--- src/rtl/ysyx_23060042_seq_ctrl.sv ---
// Multi-cycle fetch/decode/exec/mem/wb sequencer with ebreak halt and ack timeouts.
// Optional perf counters are built when CTRL_PERF_EN is defined.
module ysyx_23060042_seq_ctrl #(
  parameter int WAIT_MAX = 16,
  parameter int CNT_W    = 64
) (
  input  logic             clk,
  input  logic             rst,
  output logic             ifu_req,
  input  logic             ifu_ack,
  output logic             ir_we,
  input  logic             dec_load,
  input  logic             dec_store,
  input  logic             dec_brk,
  output logic             lsu_req,
  output logic             lsu_wen,
  input  logic             lsu_ack,
  output logic             rf_we,
  output logic             pc_we,
  input  logic [31:0]      a0,
  output logic             halted,
  output logic [31:0]      halt_code,
  output logic             err,
  output logic [2:0]       state_o,
  output logic [CNT_W-1:0] cyc_cnt,
  output logic [CNT_W-1:0] inst_cnt
);

  typedef enum logic [2:0] {
    S_RESET  = 3'd0,
    S_FETCH  = 3'd1,
    S_DECODE = 3'd2,
    S_EXEC   = 3'd3,
    S_MEM    = 3'd4,
    S_WB     = 3'd5,
    S_HALT   = 3'd6
  } state_e;

  localparam int            WW        = (WAIT_MAX > 1) ? $clog2(WAIT_MAX) : 1;
  localparam logic [WW-1:0] WAIT_LAST = WW'(WAIT_MAX - 1);

  state_e        state_q, state_d;
  logic [WW-1:0] wait_q, wait_d;
  logic          err_q, err_d;
  logic [31:0]   code_q, code_d;
  logic          wait_hit;

  // WAIT_MAX of zero disables the timeout entirely; the counter just wraps.
  assign wait_hit = (WAIT_MAX != 0) && (wait_q == WAIT_LAST);

  always_comb begin
    state_d = state_q;
    wait_d  = '0;
    err_d   = err_q;
    code_d  = code_q;
    ifu_req = 1'b0;
    ir_we   = 1'b0;
    lsu_req = 1'b0;
    lsu_wen = 1'b0;
    rf_we   = 1'b0;
    pc_we   = 1'b0;
    halted  = 1'b0;
    case (state_q)
      S_RESET: state_d = S_FETCH;
      S_FETCH: begin
        ifu_req = 1'b1;
        ir_we   = ifu_ack;
        if (ifu_ack) begin
          state_d = S_DECODE;
        end else if (wait_hit) begin
          state_d = S_HALT;
          err_d   = 1'b1;
          code_d  = 32'hDEAD_0001;
        end else begin
          wait_d = wait_q + WW'(1);
        end
      end
      S_DECODE: state_d = S_EXEC;
      S_EXEC: begin
        if (dec_brk) begin
          state_d = S_HALT;
          err_d   = 1'b0;
          code_d  = a0;
        end else if (dec_load && dec_store) begin
          state_d = S_HALT;
          err_d   = 1'b1;
          code_d  = 32'hDEAD_0003;
        end else if (dec_load || dec_store) begin
          state_d = S_MEM;
        end else begin
          state_d = S_WB;
        end
      end
      S_MEM: begin
        lsu_req = 1'b1;
        lsu_wen = dec_store;
        if (lsu_ack) begin
          state_d = S_WB;
        end else if (wait_hit) begin
          state_d = S_HALT;
          err_d   = 1'b1;
          code_d  = 32'hDEAD_0002;
        end else begin
          wait_d = wait_q + WW'(1);
        end
      end
      S_WB: begin
        pc_we   = 1'b1;
        rf_we   = ~dec_store;
        state_d = S_FETCH;
      end
      S_HALT:  halted  = 1'b1;
      default: state_d = S_RESET;
    endcase
  end

  always_ff @(posedge clk) begin
    if (rst) begin
      state_q <= S_RESET;
      wait_q  <= '0;
      err_q   <= 1'b0;
      code_q  <= '0;
    end else begin
      state_q <= state_d;
      wait_q  <= wait_d;
      err_q   <= err_d;
      code_q  <= code_d;
    end
  end

  assign state_o   = state_q;
  assign err       = err_q;
  assign halt_code = code_q;

`ifdef CTRL_PERF_EN
  logic [CNT_W-1:0] cyc_q, cyc_d, inst_q, inst_d;

  always_comb begin
    cyc_d  = cyc_q;
    inst_d = inst_q;
    if (state_q != S_RESET && state_q != S_HALT) cyc_d = cyc_q + CNT_W'(1);
    if (state_q == S_WB) inst_d = inst_q + CNT_W'(1);
  end

  always_ff @(posedge clk) begin
    if (rst) begin
      cyc_q  <= '0;
      inst_q <= '0;
    end else begin
      cyc_q  <= cyc_d;
      inst_q <= inst_d;
    end
  end

  assign cyc_cnt  = cyc_q;
  assign inst_cnt = inst_q;
`else
  assign cyc_cnt  = '0;
  assign inst_cnt = '0;
`endif

endmodule

--- config.mk ---
export PLATFORM = sky130hd
export DESIGN_NAME = ysyx_23060042_seq_ctrl
export DESIGN_NICKNAME = d
export VERILOG_FILES = /design/src/rtl/ysyx_23060042_seq_ctrl.sv
export SDC_FILE = /design/constraint.sdc
export NUM_CORES = 1
export LEC_CHECK = 0
export CORE_MARGIN = 5
export CORE_UTILIZATION = 30
export CTS_CLUSTER_DIAMETER = 80
export DETAILED_ROUTE_END_ITERATION = 16
export HOLD_SLACK_MARGIN = 0.1
export PLACE_DENSITY = 0.84
export SETUP_SLACK_MARGIN = 0.5
export SLEW_MARGIN = 20
export SYNTH_ARGS = -nofsm -noshare
export SYNTH_HDL_FRONTEND = slang
export SYNTH_SLANG_ARGS = --single-unit
--- constraint.sdc ---
create_clock -name clk -period 1.5 [get_ports clk]
set_input_delay 0.3 -clock clk [delete_from_list [all_inputs] [get_ports clk]]
set_output_delay 0.3 -clock clk [all_outputs]
set_load 0.1 [all_outputs]
Yosys cells after proc, flatten, opt, wreduce, memory -nomap -nowiden
Cells that the tools add are included.
{ "classes": {"add_sub_neg": 1, "eq_ne": 12, "n_mux": 31, "n_bitwise": 1, "reduce_logical": 7} }
{ "ops": {"columns": ["op", "count"], "rows": [
  ["32-bit 2-to-1 mux", 6],
  ["32-bit case mux with 3 select lines", 1],
  ["3-bit case mux with 6 select lines", 1],
  ["1-bit 2-to-1 mux", 13],
  ["4-bit 2-to-1 mux", 3],
  ["3-bit == test, second input constant", 3],
  ["3-bit 2-to-1 mux", 3],
  ["2-bit != test, second input constant", 4],
  ["4-bit case mux with 2 select lines", 1],
  ["3-bit by 2-bit == test with 1-bit output, second input constant", 2],
  ["6-bit AND reduction", 1],
  ["4-bit by 1-bit adder with 4-bit output, second input constant", 1],
  ["4-bit == test, second input constant", 1],
  ["2-bit 2-to-1 mux", 2],
  ["4-bit AND reduction", 1],
  ["3-bit by 1-bit == test with 1-bit output, second input constant", 1],
  ["3-bit logical NOT", 1],
  ["3-bit != test, second input constant", 1],
  ["1-bit case mux with 3 select lines", 1],
  ["3-bit nonzero test", 1],
  ["2-bit OR reduction", 1],
  ["1-bit logical AND", 1],
  ["1-bit logical OR", 1],
  ["1-bit inverter", 1]
]} }
{ "totals": {"regBits": 40, "input_bits": 39, "output_inout_bits": 171, "elab_cells": 56} }

Longest topological paths before layout
{ "logic_depth": {"word_depth": 5, "depth_mapped": 6, "depth_no_buf": 5} }

Worst setup path before layout
No wires, ideal clock.
{ "synth_timing": {"path_type": "register -> output", "startpoint": "register state_q[2] (netlist: state_o[2])", "endpoint": "output port lsu_wen", "t_arrival_ps": 3623, "t_required_ps": 1200, "path_slack_ps": -2423, "path_stages_with_launch": 5, "n_path_buf": 1, "cell_sequence": "dfxtp_1 > buf_2 > nand2b_1 > nor2_1 > and2_1"} }
{ "synth_via": {"elab_chain_len": 2} }
{ "synth_rtl": {"columns": ["element", "line_no", "source"], "rows": [
  ["start: declaration", "42", "state_e state_q, state_d;"],
  ["start signal: assignment", "124", "state_q <= state_d;"],
  ["3-bit == test", "63", "case (state_q)"],
  ["1-bit 2-to-1 mux", "63", null],
  ["end: declaration", "16", "output logic lsu_wen,"]
]} }
Every way passes these cells.

Worst setup path in the final report
Ends and elaborated chain as after synthesis.

==> results.sh <==
export IMPL_vias=2191
export IMPL_syn_area_um2=2600
export IMPL_cp_start_kind="flip-flop"
export IMPL_grt_pass1_vias=2169
export IMPL_hold_viol=0
export IMPL_seq_area_frac_synth_pct=30.8
export IMPL_drive_gt1_share_pct=49.8
export IMPL_cts_buffer_depth=2
export IMPL_cp_max_fo=8
export IMPL_finalSetupViolCount=31
export IMPL_dieArea_um2=10600
export IMPL_synth_seq_cells=40
export IMPL_crit_buf_inv=2
export IMPL_violations="negative setup slack"
export IMPL_ys_flop_type="dfxtp_1"
export IMPL_layout_nets=475
export IMPL_synth_warnings=0
export IMPL_cp_slowest_stage_delay_ns=0.37
export IMPL_crit_chain="buf_6 > nand2b_4 > nor2_4 > and2_4 > buf_12"
export IMPL_grt_pass1_wl_mm=10.5
export IMPL_worst_slack_ns=-0.113
export IMPL_clock_latency_ns=0.30
export IMPL_cts_tree="built"
export IMPL_cp_required_ns=1.20
export IMPL_worst_ir_drop_vdd_mv=0.510
export IMPL_clock_tree_root_cell="clkbuf_8"
export IMPL_dieWidth_um=103
export IMPL_reg2reg_depth=7
export IMPL_synthCells=294
export IMPL_finalCritPeriodShare_pct=108
export IMPL_numCtsBuffers=5
export IMPL_worstHoldPathCells=3
export IMPL_rows=34
export IMPL_async_reset_ff_share_pct=0
export IMPL_r2r_setup_slack_ns=-0.10
export IMPL_htreeDepth=2
export IMPL_areaGrowthSynthToFinish_pct=75.0
export IMPL_fin_crit_ns=1.61
export IMPL_rsz0062_at_grt="true"
export IMPL_wire_per_inst_um=14.3
export IMPL_antenna_found_initial=0
export IMPL_postCtsHoldBufs=0
export IMPL_drt_vias_per_instance=4.03
export IMPL_start_util_pct=30.3
export IMPL_numPortBuffers=81
export IMPL_grt_max_degree=16
export IMPL_worstPathArrival_ns=1.31
export IMPL_powerDensity_nw_per_um2=938
export IMPL_cp_top_family="flip-flops"
export IMPL_synth_edf_count=0
export IMPL_power_total_mw=4.27
export IMPL_hold_slack_ns=0.465
export IMPL_hpwl_mm=5.54
export IMPL_die_h_um=103
export IMPL_reg2reg_from="state_o[0]"
export IMPL_path_clk_slew_ns=0.09
export IMPL_drtAntennaViolNets=0
export IMPL_yosysUniqueCellTypes=39
export IMPL_r2r_end="halt_code[23]"
export IMPL_crit_type="flip-flop to output pin"
export IMPL_io_pin_count=210
export IMPL_slew_violations=0
export IMPL_drc_errors=0
export IMPL_placedCellCount=498
export IMPL_drt_iter0_markers=49
export IMPL_fill_cells=740
export IMPL_wirelength_mm=7.76
export IMPL_grt_overflow=0
export IMPL_first_pass_iters=4
export IMPL_cts_sinks=40
export IMPL_leakagePower_nw=2.06
export IMPL_layout_commonest_cell="conb_1"
export IMPL_cp_end_kind="output pin"
export IMPL_max_clock_freq_mhz=620
export IMPL_hold_path_class="input pin to flip-flop"
export IMPL_final_cells=544
export IMPL_core_region_area_um2=8590
export IMPL_hold_end="state_o[0]"
export IMPL_place_congestion=0.787
export IMPL_grt_use_total_pct=12.6
export IMPL_fin_skew_ns=0.0139
export IMPL_num_antenna_cells=0
export IMPL_syn_avg_cell_area_um2=8.85
export IMPL_status="finished, violations left"
export IMPL_slowest_stage="dfxtp_4"
export IMPL_maxCapViolations=0
export IMPL_min_delay_start="dec_load"
export IMPL_tns_ns=-1.64
export IMPL_layout_common_cells="conb_1 (128), buf_12 (48), buf_4 (39), clkdlybuf4s50_1 (34), dfxtp_2 (27)"
## logic make-up after synthesis
logic type / after synthesis / share of synthesized area (%)
buffers and inverters: 142 / 40.1
and+or+nand+nor: 57 / 11.8
xor gates and xnor gates: 3 / 1.01
DFF: 40 / 30.8
AOI/OAI and AO/OA: 49 / 15.2
muxes: 1 / 0.385
adders and majority gates: 1 / 0.481
other: 1 / 0.144
## through the flow
stage	cell area [um^2]	worst slack [ns]	utilization (%)
floorplan	3260	-0.570	-
global placement	3820	-0.304	44.4
detailed placement	3820	-0.365	44.4
CTS	4320	-0.110	50.3
global route	4550	-0.167	53.0
finish	4550	-0.113	53.0
## tightest hold or removal path, stage by stage
cell and delay (ns):
dlymetal6s2s_1 0.15, o221ai_2 0.12, and3_1 0.15
## layer usage
metal	vias up	wire length, um	global-route usage, %
met5	-	0	0
met4	0	121	4.08
met3	14	767	3.79
met2	128	4290	24.1
met1	1037	2570	13.1
li1	1012	-	-
## layout make-up
class	instances	area, um^2	share of cell area, %
Tap cell	108	135	2.97
Clock inverter	3	42.5	0.935
Timing Repair Buffer	146	1900	41.7
Inverter	3	16.3	0.357
Sequential cell	40	876	19.2
Multi-Input combinational cell	239	1520	33.3
Clock buffer	5	68.8	1.51
## worst max-delay path by stage
stage                     startpoint           end  slack [ns]  depth (start not counted)
after floorplan           state_o[2]       lsu_wen       -0.57                          4
after global placement      dec_load           err       -0.30                          7
after detailed placement    dec_load  halt_code[1]       -0.37                          7
after CTS                 state_o[2]         rf_we       -0.11                          4
after global routing      state_o[2]       lsu_wen       -0.17                          5
final                     state_o[2]       lsu_wen       -0.11                          5
## sequential cells by signal, indices dropped and copies added, names as in the netlist
name and flops:
halt_code 32, wait_q 4, state_o 3, err 1
## repair_timing
action	4_1_cts	5_1_grt
setup endpoints to repair	83	83
cloned	2	1
resized for setup	49	30
endpoints found under the hold margin	0	0
buffers inserted	23	12
pin swaps	20	8
## where the power goes
group          switching [mW]  internal [mW]
sequential             0.0366           1.08
combinational            1.85          0.413
clock                   0.395          0.493
total                    2.28           1.98
## cell usage after synthesis, types with 3 or more instances
cell type / instances / area, um^2
a21oi_1: 16 / 80.1
nor3_1: 15 / 75.1
and3_1: 4 / 25.0
a22o_1: 10 / 87.6
inv_1: 3 / 11.3
nand2_1: 5 / 18.8
dfxtp_1: 40 / 801
buf_2: 3 / 15.0
buf_4: 131 / 983
nor2_1: 19 / 71.3
clkbuf_1: 3 / 11.3
a22o_2: 9 / 90.1
Power figures use the tool's default switching activity.
